[src/rtl/seq_divider_pkg.sv]
// Shared definitions for the sequential restoring divider: FSM state
// encodings, default geometry and the divide-by-zero quotient pattern.
package seq_divider_pkg;

   localparam int DEF_WIDTH = 8;
   localparam int DEF_CNT_W = 4;

   typedef enum logic [0:0] {
      ST_IDLE = 1'b0,
      ST_RUN  = 1'b1
   } div_state_e;

   // Quotient reported for a zero divisor (all ones at any width)
   function automatic logic [63:0] div_zero_q(input int width);
      logic [63:0] v;
      v = 64'd0;
      for (int i = 0; i < width; i++) begin
         v[i] = 1'b1;
      end
      return v;
   endfunction

endpackage

[src/rtl/seq_divider_step.sv]
// div_step: one combinational restoring-division iteration
// (shift {A,Q} left, trial-subtract D, restore on borrow).
module div_step
   import seq_divider_pkg::*;
#(
   parameter int WIDTH = DEF_WIDTH
) (
   input  logic [WIDTH-1:0] a,
   input  logic [WIDTH-1:0] q,
   input  logic [WIDTH-1:0] d,
   output logic [WIDTH-1:0] a_next,
   output logic [WIDTH-1:0] q_next,
   output logic             borrow
);

   logic [WIDTH-1:0] a_sh_s;
   logic [WIDTH-1:0] q_sh_s;
   logic [WIDTH:0]   trial_s;

   // Trial subtraction; a bit shifted out of A means A_shifted >= 2^WIDTH > D
   always_comb begin
      a_sh_s  = {a[WIDTH-2:0], q[WIDTH-1]};
      q_sh_s  = {q[WIDTH-2:0], 1'b0};
      trial_s = {1'b0, a_sh_s} - {1'b0, d};
      borrow  = trial_s[WIDTH] & ~a[WIDTH-1];
      if (borrow) begin
         a_next = a_sh_s;
         q_next = q_sh_s;
      end else begin
         a_next = trial_s[WIDTH-1:0];
         q_next = q_sh_s | {{(WIDTH-1){1'b0}}, 1'b1};
      end
   end

endmodule

[src/rtl/seq_divider.sv]
// seq_divider: iterative restoring divider with start/done handshake.
// Optional two's-complement operands via macro SEQ_DIVIDER_SIGNED_EN.
module seq_divider
   import seq_divider_pkg::*;
#(
   parameter int WIDTH = DEF_WIDTH,
   parameter int CNT_W = DEF_CNT_W
) (
   input  logic             clk,
   input  logic             reset,
   input  logic             start,
   input  logic [WIDTH-1:0] dividend,
   input  logic [WIDTH-1:0] divisor,
   output logic             busy,
   output logic             done,
   output logic [WIDTH-1:0] quotient,
   output logic [WIDTH-1:0] remainder,
   output logic             div_by_zero
);

   localparam logic [63:0]      DZQ_FULL   = div_zero_q(WIDTH);
   localparam logic [WIDTH-1:0] DIV_ZERO_Q = DZQ_FULL[WIDTH-1:0];
   localparam logic [CNT_W-1:0] LAST_CNT   = CNT_W'(WIDTH - 1);

   div_state_e       state_r, state_s;
   logic [WIDTH-1:0] a_r, q_r, d_r;
   logic [CNT_W-1:0] cnt_r;
   logic [WIDTH-1:0] a_nxt_s, q_nxt_s;
   logic             borrow_s;
   logic             load_s, zero_s, finish_s;
   logic [WIDTH-1:0] dd_core_s, dv_core_s;
   logic [WIDTH-1:0] q_fin_s, r_fin_s;

`ifdef SEQ_DIVIDER_SIGNED_EN
   logic neg_q_r, neg_r_r;

   // Magnitudes feed the unsigned core; signs are restored on the final edge
   always_comb begin
      dd_core_s = dividend[WIDTH-1] ? (-dividend) : dividend;
      dv_core_s = divisor[WIDTH-1]  ? (-divisor)  : divisor;
      q_fin_s   = neg_q_r ? (-q_nxt_s) : q_nxt_s;
      r_fin_s   = neg_r_r ? (-a_nxt_s) : a_nxt_s;
   end
`else
   // Unsigned operands pass straight through
   always_comb begin
      dd_core_s = dividend;
      dv_core_s = divisor;
      q_fin_s   = q_nxt_s;
      r_fin_s   = a_nxt_s;
   end
`endif

   div_step #(.WIDTH(WIDTH)) u_step (
      .a      (a_r),
      .q      (q_r),
      .d      (d_r),
      .a_next (a_nxt_s),
      .q_next (q_nxt_s),
      .borrow (borrow_s)
   );

   // FSM state register
   always_ff @(posedge clk or negedge reset) begin
      if (!reset) begin
         state_r <= ST_IDLE;
      end else begin
         state_r <= state_s;
      end
   end

   // Next-state and step control
   always_comb begin
      state_s  = state_r;
      load_s   = 1'b0;
      zero_s   = 1'b0;
      finish_s = 1'b0;
      case (state_r)
         ST_IDLE: begin
            if (start) begin
               if (divisor == {WIDTH{1'b0}}) begin
                  zero_s = 1'b1;
               end else begin
                  load_s  = 1'b1;
                  state_s = ST_RUN;
               end
            end else begin
               state_s = ST_IDLE;
            end
         end
         ST_RUN: begin
            if (cnt_r == LAST_CNT) begin
               finish_s = 1'b1;
               state_s  = ST_IDLE;
            end else begin
               state_s = ST_RUN;
            end
         end
         default: begin
            state_s = ST_IDLE;
         end
      endcase
   end

   // Datapath, counter and registered handshake/result outputs
   always_ff @(posedge clk or negedge reset) begin
      if (!reset) begin
         a_r         <= {WIDTH{1'b0}};
         q_r         <= {WIDTH{1'b0}};
         d_r         <= {WIDTH{1'b0}};
         cnt_r       <= {CNT_W{1'b0}};
         busy        <= 1'b0;
         done        <= 1'b0;
         quotient    <= {WIDTH{1'b0}};
         remainder   <= {WIDTH{1'b0}};
         div_by_zero <= 1'b0;
`ifdef SEQ_DIVIDER_SIGNED_EN
         neg_q_r     <= 1'b0;
         neg_r_r     <= 1'b0;
`endif
      end else begin
         busy <= (state_s == ST_RUN);
         done <= 1'b0;
         if (load_s) begin
            a_r   <= {WIDTH{1'b0}};
            q_r   <= dd_core_s;
            d_r   <= dv_core_s;
            cnt_r <= {CNT_W{1'b0}};
`ifdef SEQ_DIVIDER_SIGNED_EN
            neg_q_r <= dividend[WIDTH-1] ^ divisor[WIDTH-1];
            neg_r_r <= dividend[WIDTH-1];
`endif
         end else if (state_r == ST_RUN) begin
            a_r   <= a_nxt_s;
            q_r   <= q_nxt_s;
            cnt_r <= cnt_r + CNT_W'(1);
         end
         if (zero_s) begin
            quotient    <= DIV_ZERO_Q;
            remainder   <= dividend;
            div_by_zero <= 1'b1;
            done        <= 1'b1;
         end else if (finish_s) begin
            quotient    <= q_fin_s;
            remainder   <= r_fin_s;
            div_by_zero <= 1'b0;
            done        <= 1'b1;
         end
      end
   end

endmodule
[config.mk]
export PLATFORM = sky130hd
export DESIGN_NAME = seq_divider
export DESIGN_NICKNAME = d
export VERILOG_FILES = /design/src/rtl/seq_divider_pkg.sv /design/src/rtl/seq_divider_step.sv /design/src/rtl/seq_divider.sv
export SDC_FILE = /design/constraint.sdc
export NUM_CORES = 1
export LEC_CHECK = 0
export CORE_MARGIN = 2
export CORE_UTILIZATION = 50
export DETAILED_ROUTE_END_ITERATION = 8
export PLACE_DENSITY = 0.84
export RECOVER_POWER = 50
export SETUP_SLACK_MARGIN = 0.02
export SLEW_MARGIN = 0
export SYNTH_ARGS = -nofsm -noshare
export SYNTH_HDL_FRONTEND = slang
export SYNTH_HIERARCHICAL = 1
export SYNTH_SLANG_ARGS = --single-unit
[constraint.sdc]
create_clock -name clk -period 2.9 [get_ports clk]
set_clock_uncertainty 0.05 [all_clocks]
set_input_delay 0.435 -clock clk [delete_from_list [all_inputs] [get_ports clk]]
set_output_delay 0.435 -clock clk [all_outputs]
set_load 0.02 [all_outputs]
# Word level (Yosys, flattened, before mapping)
# Cells that the tools add are included.
# Widths: inputs -> output; s select.
[totals]
ff_bits = 47
latch_bits = 0
ram_bits = 0
rom_bits = 0
inputBits = 19
out_inout_bits = 19
mem_count = 0
[classes]
n_addsub = 2
multipliers = 0
div = 0
order_cmp = 0
n_eq_ne = 1
shift = 0
n_mux = 26
n_bitwise = 3
reduce_logical = 3
[op_table]
columns = ["cell", "n"]
rows = [
  ["$mux 8", 9],
  ["$mux 1", 14],
  ["$sub 8x8->9", 1],
  ["$logic_not 8->1", 1],
  ["$mux 4", 2],
  ["$add 4x1->4 const B", 1],
  ["$eq 4x3->1 const B", 1],
  ["$reduce_bool 2->1", 2],
  ["$not 1->1", 2],
  ["$pmux 1 s2", 1],
  ["$and 1x1->1", 1],
]

# Logic depth before layout (Yosys ltp)
# Gate-level depths: netlist of the first run.
[depth]
ltp_word = 5
ltp_mapped = 10
ltp_nobuf = 10

# Cells and area by module
# The synthesis of the first run kept the hierarchy.
[by_module_without_submodules]
columns = ["module", "n_inst", "cells_each", "area_each_um2"]
rows = [
  ["seq_divider", 1, 191, 2139.6],
  ["div_step", 1, 71, 545.5],
]

# Worst setup path before layout of the first run
# Ideal clock, no wire load.
[synth_timing]
kind = "reg2reg"
startpoint = "register q_r[7]"
endpoint = "register remainder[2]"
t_arrival_ns = 2.013
path_slack_ns = 0.710
path_stages_with_launch = 11
n_path_buf = 0
period_less_slack_ns = 2.190
path_cell_list = "dfrtp_1 > inv_1 > ha_1 > fa_1 > nand2b_1 > a21oi_2 > o21a_4 > a21oi_4 > mux2_2 > mux2i_1 > mux2i_1"
[synth_between]
elab_chain_cells = 5
[synth_lines]
columns = ["item", "line", "rtl"]
rows = [
  ["start: declaration", "seq_divider.sv:26", "logic [WIDTH-1:0] a_r, q_r, d_r;"],
  ["start signal: assignment", "seq_divider.sv:109", "q_r <= {WIDTH{1'b0}};"],
  ["start signal: assignment", "seq_divider.sv:126", "q_r <= dd_core_s;"],
  ["start signal: assignment", "seq_divider.sv:135", "q_r <= q_nxt_s;"],
  ["$sub 8x8->9", "seq_divider_step.sv:24", "trial_s = {1'b0, a_sh_s} - {1'b0, d};"],
  ["$and 1x1->1", "seq_divider_step.sv:25", "borrow = trial_s[WIDTH] & ~a[WIDTH-1];"],
  ["net borrow_s", "seq_divider.sv:29", "logic borrow_s;"],
  ["$mux 8", "seq_divider_step.sv:26", "if (borrow) begin"],
  ["net a_nxt_s[2]", "seq_divider.sv:28", "logic [WIDTH-1:0] a_nxt_s, q_nxt_s;"],
  ["$mux 8", "seq_divider.sv:143", "end else if (finish_s) begin"],
  ["$mux 8", "seq_divider.sv:138", "if (zero_s) begin"],
  ["end signal: assignment", "seq_divider.sv:115", "remainder <= {WIDTH{1'b0}};"],
  ["end signal: assignment", "seq_divider.sv:140", "remainder <= dividend;"],
  ["end signal: assignment", "seq_divider.sv:145", "remainder <= r_fin_s;"],
  ["end: declaration", "seq_divider.sv:17", "output logic [WIDTH-1:0] remainder,"],
]
# The timed path passes the listed nets, and every way through them passes these cells. The select of a mux whose other input is x is not followed.
# A chain may end at the register's enable or synchronous reset.

# Worst setup path in the final report of the first run
[layout_timing]
startpoint = "register q_r[7]"
endpoint = "register remainder[6]"
# Same word-level chain as after synthesis.

==> flow_summary.ini, run 1 <==
[drt]
vias = 2003
wl_um = 5580
route.detailed.drc = 0
wl_per_cell_um = 15.3
via_per_inst = 5.50
first_pass_iters = 4
ant_nets = 0
drt-initial-drc-count = 189

[critical_path]
cp.arrival_ns = 2.70
cp_max_fo = 8
worstPathCellList = inv_1, ha_1, fa_1, nand2b_1, a21oi_2, o21a_4, a21oi_4, mux2_2, mux2i_1, mux2i_1
critPathMaxStageDelay_ns = 0.40
critPathKind = flip-flop to flip-flop
cpMostUsedCell = mux2i_1
cp-end-kind = flip-flop
cp_slowest_cell = dfrtp_1
start_kind = flip-flop
required_ns = 3.03

[floorplan]
die_x_um = 77.3
io_pins = 38
num_rows = 26
die_h_um = 77.3
dieArea_sq_mm = 0.00597
start_util = 0.522
core_sq_mm = 0.00514

[sta]
post-route-min-period_ns = 2.56
max_slew.worst_pin.slew_ns = 1.18
setup_viol = 0
fin_crit_sh = 0.884
relSlewSlack = 0.215
slew_violations = 0
tns_ns = 0
finalHoldViolCount = 0
fmax_mhz = 390
rsz0062_at_grt = false

[pwr]
total_leakage_power_uw = 0.00152
switchingPower_uw = 1730
clkPwrFrac = 0.118
pwr-share-comb = 0.588
power.internal_uw = 2430
seqPwrFrac = 0.295
vdd_drop_max_mv = 0.812
power_density_mw_per_mm2 = 1310
p_sw_frac = 0.417

[hold_path]
hold_path.class = input port to asynchronous set/reset pin

[clock_network]
htree_levels = 2
cts_sinks = 47
cts_resized = 0
clk_path_buf_depth = 2
cts_tree = yes
path_clk_slew_ns = 0.09
postCtsSetupBuffers = 0
cts_hold_buffers = 0
clk_latency_ns = 0.31
cts_buffers = 5
ctsRootBufferMaster = clkbuf_8

[run]
drv_cap = 0

[outcome]
status = completed

[placement]
gp_congestion = 0.883
port_buffers = 37
dp_hpwl_um = 4120
placed_area_sq_mm = 0.00306

[cells_and_area]
diodes = 0
drive_above_1_share = 0.139
num-nets-final = 322
fillers = 440
areaGrowthSynthToFinish_pct = 18.3
final_cell_area_sq_mm = 0.00318

[grt]
grtUsageTotal = 0.206
overflow = 0
grt_max_degree = 48
antenna_found_initial = 0
grt_pass1_vias = 2027
grt_pass1_wl_um = 9800

[logic_synthesis]
ys_seq_elements = 47
synth_nets = 291
ys_seq_area_frac = 0.438
ys_warn_count = 6
netlist_area_sq_mm = 0.00269
syn_avg_cell_area_sq_um = 10.2
yosys.cell_types.count = 45
synth_cells = 262
## cells in the mapped netlist, drive strengths merged
cell     instances  share of area
dfrtp           47           0.44
nand2           41          0.057
inv             21          0.029
mux2i           19          0.071
o21ai           14          0.027
mux2            12          0.050
buf             10          0.029
ha               9          0.042
nor2b            9          0.021
a211oi           8          0.022
a221o            8          0.030
nand3            8          0.022
clkbuf           7         0.0098
a21oi            6          0.018
nor2             5         0.0070
nand2b           4         0.0093
a21boi           3         0.0084
nor3             3         0.0056
o21a             3          0.011
xnor2            3         0.0098
a21o             2         0.0056
nand4b           2         0.0065
nor4             2          0.016
o211ai           2         0.0075
o31ai            2         0.0056
or2              2         0.0047
or4              2         0.0070
a211o            1         0.0033
a31o             1         0.0033
a31oi            1         0.0023
and4b            1         0.0037
fa               1         0.0075
nand4            1         0.0023
o2111ai          1         0.0033
or3              1         0.0023
## stage by stage
step                hold slack, ns  instances  setup slack (ns)  power [uW]   util
floorplan                   0.0894        262             0.710        3080      -
detailed placement           0.412        356             0.331        3680  0.596
global placement             0.414        356             0.364        3600  0.596
CTS                          0.296        364             0.352        4180  0.618
global route                 0.399        364             0.188        4490  0.618
finish                       0.303        364             0.335        4160  0.618
## metal layers
| metal | global-route usage | wire length, um | vias to the layer above |
|---|---|---|---|
| met5 | 0 | 0 | - |
| met4 | 0.0625 | 82 | 0 |
| met3 | 0.0400 | 289 | 7 |
| met2 | 0.326 | 2620 | 59 |
| met1 | 0.288 | 2590 | 958 |
| li1 | - | - | 979 |
## worst max-delay path, delay by kind of cell, from the launching register on
kind,cells,cell delay (ns)
mux,3,0.65
flops,1,0.40
fa+ha+maj,2,0.45
buf+inv,1,0.09
compound gates,3,0.64
simple gates,1,0.17
## flip-flops by register name, summed over array words and instances (netlist names)
signal / cells
a_r: 8
d_r: 8
q_r: 8
quotient: 8
remainder: 8
cnt_r: 4
busy: 1
div_by_zero: 1
done: 1
## worst paths after layout
| path | startpoint | endpoint | slack [ns] | cells after the start |
|---|---|---|---|---|
| worst max-delay path | q_r[7] | remainder[6] | 0.34 | 10 |
| worst min-delay path | reset | d_r[2] | 0.30 | 1 |
| worst max register to register | q_r[7] | remainder[6] | 0.34 | 10 |
| worst min register to register | div_by_zero | div_by_zero | 0.43 | 2 |
| max in group asynchronous | reset | a_r[2] | 1.78 | 1 |
| min in group clk | div_by_zero | div_by_zero | 0.43 | 2 |
## layout by cell type, fill, tap and decap left out, types with 4 or more instances in the layout
cell             instances
dfrtp_1                 47
nand2_1                 41
clkdlybuf4s50_1         27
inv_1                   21
mux2i_1                 19
o21ai_0                 13
mux2_2                  12
nor2b_1                  9
ha_1                     9
dlygate4sd3_1            9
a211oi_1                 8
a221o_1                  8
nor2_1                   5
clkbuf_8                 5
nand2b_1                 4
nand3_2                  4
nand3_1                  4
buf_4                    4
## power by group through the flow
stage | logic, uW | registers [uW] | clock network (uW)
floorplan | 1750 | 1330 | 0
global placement | 2370 | 1230 | 0
detailed placement | 2450 | 1240 | 0
CTS | 2460 | 1230 | 494
global route | 2690 | 1270 | 519
finish | 2440 | 1230 | 490
## kinds of logic (layout without fill, tap and decap cells)
kind of cell / count (synthesis) / in the layout / synth area share
compound gates: 52 / 52 / 0.148
xor+xnor: 3 / 3 / 0.00979
fa+ha+maj: 10 / 10 / 0.0494
buf+inv: 38 / 70 / 0.0685
flops: 47 / 47 / 0.438
mux: 31 / 31 / 0.121
simple gates: 81 / 81 / 0.165
## final cells by class
type,count,area (sq um),area share
Sequential cell,47,1180,0.370
Timing Repair Buffer,41,395,0.125
Clock inverter,3,43.8,0.0138
Tap cell,70,87.6,0.0276
Multi-Input combinational cell,177,1330,0.417
Inverter,21,78.8,0.0248
Clock buffer,5,68.8,0.0217
(Power assumes the default switching activity.)
==> run 2, diff against run 1 <==
--- a/config.mk
+++ b/config.mk
@@ -8,8 +8,8 @@
 export CORE_MARGIN = 2
 export CORE_UTILIZATION = 50
 export DETAILED_ROUTE_END_ITERATION = 8
-export PLACE_DENSITY = 0.84
-export RECOVER_POWER = 50
+export PLACE_DENSITY = 0.77
+export RECOVER_POWER = 100
 export SETUP_SLACK_MARGIN = 0.02
 export SLEW_MARGIN = 0
 export SYNTH_ARGS = -nofsm -noshare
==> run 2 against run 1 <==
  * Power is 2.9% lower
  * Combinational power fell by 2%
  * Largest power group unchanged
  * Critical path depth decreased by 6
  * Highest routed layer unchanged
  * Sequential power about the same
  * Final cell count shrank 0.27%
==> flow_summary.ini, run 2 (synthesis gave the netlist of run 1 again) <==
[critical_path]
timing.rr.end = remainder[2]
r2r_slack_ns = 0.35
cp_max_fo = 10
r2r-start = q_r[7]
r2r_cells = 10
cp-end-kind = flip-flop
crit_start = divisor[7]
start_kind = input port
required_ns = 3.09
cp.arrival_ns = 2.77
critPathKind = input port to flip-flop

[cells_and_area]
areaGrowthSynthToFinish_pct = 16.4
drive_above_1_share = 0.109
final_common_cell = dfrtp_1
diodes = 0
num-nets-final = 321
layout_common_cells = dfrtp_1 (47), nand2_1 (41), inv_1 (21)
utilization = 0.608

[hold_path]
hold_path.class = input port to asynchronous set/reset pin

[clock_network]
ctsRootBufferMaster = clkbuf_8
htree_levels = 2
clk_path_buf_depth = 2
cts_tree = yes
cts_sinks = 47
cts_hold_buffers = 0
cts_resized = 0
cts_buffers = 5
postCtsSetupBuffers = 0
clk_latency_ns = 0.31
path_clk_slew_ns = 0.09

[placement]
dp_hpwl_um = 4120
port_buffers = 37
gp_congestion = 0.863

[drt]
wl_per_cell_um = 15.5
drt-initial-drc-count = 138
via_per_inst = 5.48
vias = 1990
first_pass_iters = 4
route.detailed.drc = 0
wl_um = 5630
ant_nets = 0

[sta]
tns_ns = 0
rsz0062_at_grt = false
relSlewSlack = 0.180
fin_crit_sh = 0.890
finalHoldViolCount = 0
setup_viol = 0
max_slew.worst_pin.slew_ns = 1.22
slew_violations = 0
post-route-min-period_ns = 2.58
fmax_mhz = 388

[run]
drv_cap = 0

[outcome]
status = completed

[grt]
antenna_found_initial = 0
grt_max_degree = 48
grt_pass1_wl_um = 9870
grt_pass1_vias = 1969
grtUsageTotal = 0.208
overflow = 0

[floorplan]
die_x_um = 77.3
num_rows = 26
io_pins = 38
core_sq_mm = 0.00514
die_h_um = 77.3
dieArea_sq_mm = 0.00597
start_util = 0.522

[pwr]
vdd_drop_max_mv = 0.707
total_leakage_power_uw = 0.00149
power_density_mw_per_mm2 = 1290
finalPower_uw = 4040
## run 2: changes by cell type in the layout (fill, tap and decap cells not counted), moves of 2 or more
cell | previous run | this run
dlygate4sd3_1 | 9 | 19
buf_4 | 4 | 2
clkdlybuf4s50_1 | 27 | 17
mux2_2 | 12 | 9
mux2_1 | 0 | 3
## run 2: area by class of cell
cell class / instances / area, sq um
Clock buffer: 6 / 82.6
Inverter: 21 / 78.8
Multi-Input combinational cell: 177 / 1300
Sequential cell: 47 / 1180
Clock inverter: 2 / 16.3
Fill cell: 448 / 2010
Tap cell: 70 / 87.6
Timing Repair Buffer: 40 / 384
## run 2: how the worst max path moves through the flow
stage | end | slack (ns) | depth (start not counted)
6_report | q_r[1] | 0.32 | 4
3_5_place_dp | quotient[0] | 0.33 | 5
2_1_floorplan | remainder[2] | 0.71 | 10
4_1_cts | remainder[7] | 0.37 | 10
3_3_place_gp | quotient[1] | 0.37 | 5
5_1_grt | q_r[0] | 0.18 | 4
## run 2: power by group
part	internal, uW	switching [uW]
Sequential	1010	220
Combinational	1110	1270
Clock	195	232
Total	2310	1730
## run 2: worst max-delay path: stages
cell,delay [ns]
clkdlybuf4s50_1,0.48
or4_1,0.58
o21ai_0,0.97
a221o_1,0.30
## run 2: metrics by stage
stage / setup WS [ns] / instance area (sq um) / hold slack, ns / std cells
6_report: 0.319 / 3130 / 0.303 / 363
3_3_place_gp: 0.368 / 3060 / 0.413 / 355
3_5_place_dp: 0.328 / 3060 / 0.414 / 355
2_1_floorplan: 0.710 / 2690 / 0.0894 / 262
4_1_cts: 0.368 / 3150 / 0.290 / 363
5_1_grt: 0.185 / 3130 / 0.397 / 363
## run 2: per-layer routing
metal | share of wire | up-vias | GRT usage
met2 | 0.45 | 37 | 0.308
met1 | 0.50 | 966 | 0.307
met4 | 0.012 | 0 | 0.0661
li1 | - | 980 | -
met3 | 0.037 | 7 | 0.0400
met5 | 0 | - | 0
==> run 3, diff against run 2 <==
--- a/config.mk
+++ b/config.mk
@@ -8,6 +8,7 @@
 export CORE_MARGIN = 2
 export CORE_UTILIZATION = 50
 export DETAILED_ROUTE_END_ITERATION = 8
+export GPL_TIMING_DRIVEN = 0
 export PLACE_DENSITY = 0.77
 export RECOVER_POWER = 100
 export SETUP_SLACK_MARGIN = 0.02
==> run 3 against run 2 <==
  * Maximum frequency shrank 2.0%
  * Clock power increased by 16%
  * Critical path depth stayed put
  * Core utilization increased by 2.3 points
  * Combinational power is 4% higher
  * Via count is 3.5% higher
  * Sequential power about the same
  * Highest routed layer unchanged
  * Design area is 3.8% higher
  * Wire length grew 3.4%
  * Critical path type unchanged
  * Die area is the same
  * Power is 3.7% higher
==> flow_summary.ini, run 3 (synthesis gave the netlist of run 1 again) <==
[floorplan]
die_x_um = 77.3
core_sq_mm = 0.00514
dieArea_sq_mm = 0.00597
num_rows = 26
die_h_um = 77.3
io_pins = 38
start_util = 0.522

[cells_and_area]
areaGrowthSynthToFinish_pct = 20.8
final_common_cell = dfrtp_1
fillers = 438
diodes = 0
seqCellArea_sq_mm = 0.00118
drive_above_1_share = 0.129
multi_input_area_sq_mm = 0.00131
layout_common_cells = dfrtp_1 (47), nand2_1 (41), inv_1 (21), dlygate4sd3_1 (21), mux2i_1 (19)
num-nets-final = 337

[hold_path]
hold_path.class = flip-flop to flip-flop
min-delay-start = div_by_zero
hold-path-endpoint = div_by_zero
min_delay_path_depth = 2

[critical_path]
cp-end-kind = flip-flop
start_kind = input port
required_ns = 3.09
r2r-start = q_r[7]
cp_max_fo = 10
cp.arrival_ns = 2.82
r2r_slack_ns = 0.28
r2r_cells = 10
critPathKind = input port to flip-flop
timing.rr.end = remainder[3]

[run]
drv_cap = 0

[drt]
vias = 2060
drt-initial-drc-count = 123
ant_nets = 0
wl_um = 5820
first_pass_iters = 4
via_per_inst = 5.44
wl_per_cell_um = 15.4
route.detailed.drc = 0

[clock_network]
htree_levels = 2
cts_resized = 0
ctsRootBufferMaster = clkbuf_8
path_clk_slew_ns = 0.10
cts_tree = yes
cts_buffers = 5
clk_path_buf_depth = 2
cts_sinks = 47
postCtsSetupBuffers = 0
clk_latency_ns = 0.31

[pwr]
finalPower_uw = 4190
power_density_mw_per_mm2 = 1290
vdd_drop_max_mv = 0.600
total_leakage_power_uw = 0.00156

[sta]
slew_violations = 0
fin_crit_sh = 0.908
fmax_mhz = 380
max_slew.worst_pin.slew_ns = 1.13
finalHoldViolCount = 0
tns_ns = 0
rsz0062_at_grt = false
relSlewSlack = 0.237
post-route-min-period_ns = 2.63
setup_viol = 0

[grt]
grt_max_degree = 41
grt_pass1_vias = 1987
antenna_found_initial = 0
grtUsageTotal = 0.205
overflow = 0
grt_pass1_wl_um = 9650

[placement]
port_buffers = 37
dp_hpwl_um = 4230
gp_congestion = 0.868

[outcome]
status = completed
-- run 3: worst max-delay path: stages --
cell and delay (ns):
dlygate4sd3_1 0.58, or4_1 0.59, o21ai_0 0.92, a221o_1 0.29
-- run 3: area by class of cell --
class	instances	share of cell area
Timing Repair Buffer	39	0.117
Inverter	21	0.0243
Sequential cell	47	0.363
Clock inverter	3	0.0135
Buffer	17	0.0324
Multi-Input combinational cell	177	0.402
Clock buffer	5	0.0212
Tap cell	70	0.0270
-- run 3: how the worst max path moves through the flow --
stage	from	slack (ns)	to	depth (start not counted)
after floorplan	q_r[7]	0.71	remainder[2]	10
after global placement	reset	0.003	done	1
after detailed placement	q_r[7]	0.45	remainder[5]	10
after CTS	q_r[7]	0.40	remainder[5]	10
after global routing	q_r[7]	0.16	remainder[5]	10
final	divisor[7]	0.27	q_r[1]	4
-- run 3: what timing repair did --
action                                 4_1_cts  5_1_grt
endpoints found under the hold margin        7        0
setup endpoints to repair                    0        0
hold buffers                                 1        0
-- run 3: metrics by stage --
step | hold WS [ns] | std cells | worst slack (ns) | util | instance area (sq um)
4_1_cts | 0.440 | 379 | 0.398 | 0.638 | 3280
3_3_place_gp | 0.410 | 369 | 0.00278 | 0.611 | 3140
5_1_grt | 0.462 | 379 | 0.156 | 0.631 | 3240
6_report | 0.435 | 379 | 0.266 | 0.631 | 3240
3_5_place_dp | 0.253 | 370 | 0.448 | 0.614 | 3160
2_1_floorplan | 0.0894 | 262 | 0.710 | - | 2690
-- run 3: power by group --
group	switching (uW)	internal [uW]	leakage [uW]
Sequential	202	1000	0.000556
Clock	237	257	0.0000581
Combinational	1320	1170	0.000941
Total	1750	2430	0.00156
-- run 3: layer usage --
| layer | wire (um) | part of all wire | GRT usage | up-vias |
|---|---|---|---|---|
| li1 | - | - | - | 1009 |
| met1 | 2890 | 0.50 | 0.292 | 1001 |
| met2 | 2660 | 0.46 | 0.320 | 42 |
| met3 | 181 | 0.031 | 0.0376 | 8 |
| met4 | 88 | 0.015 | 0.0571 | 0 |
| met5 | 0 | 0 | 0 | - |
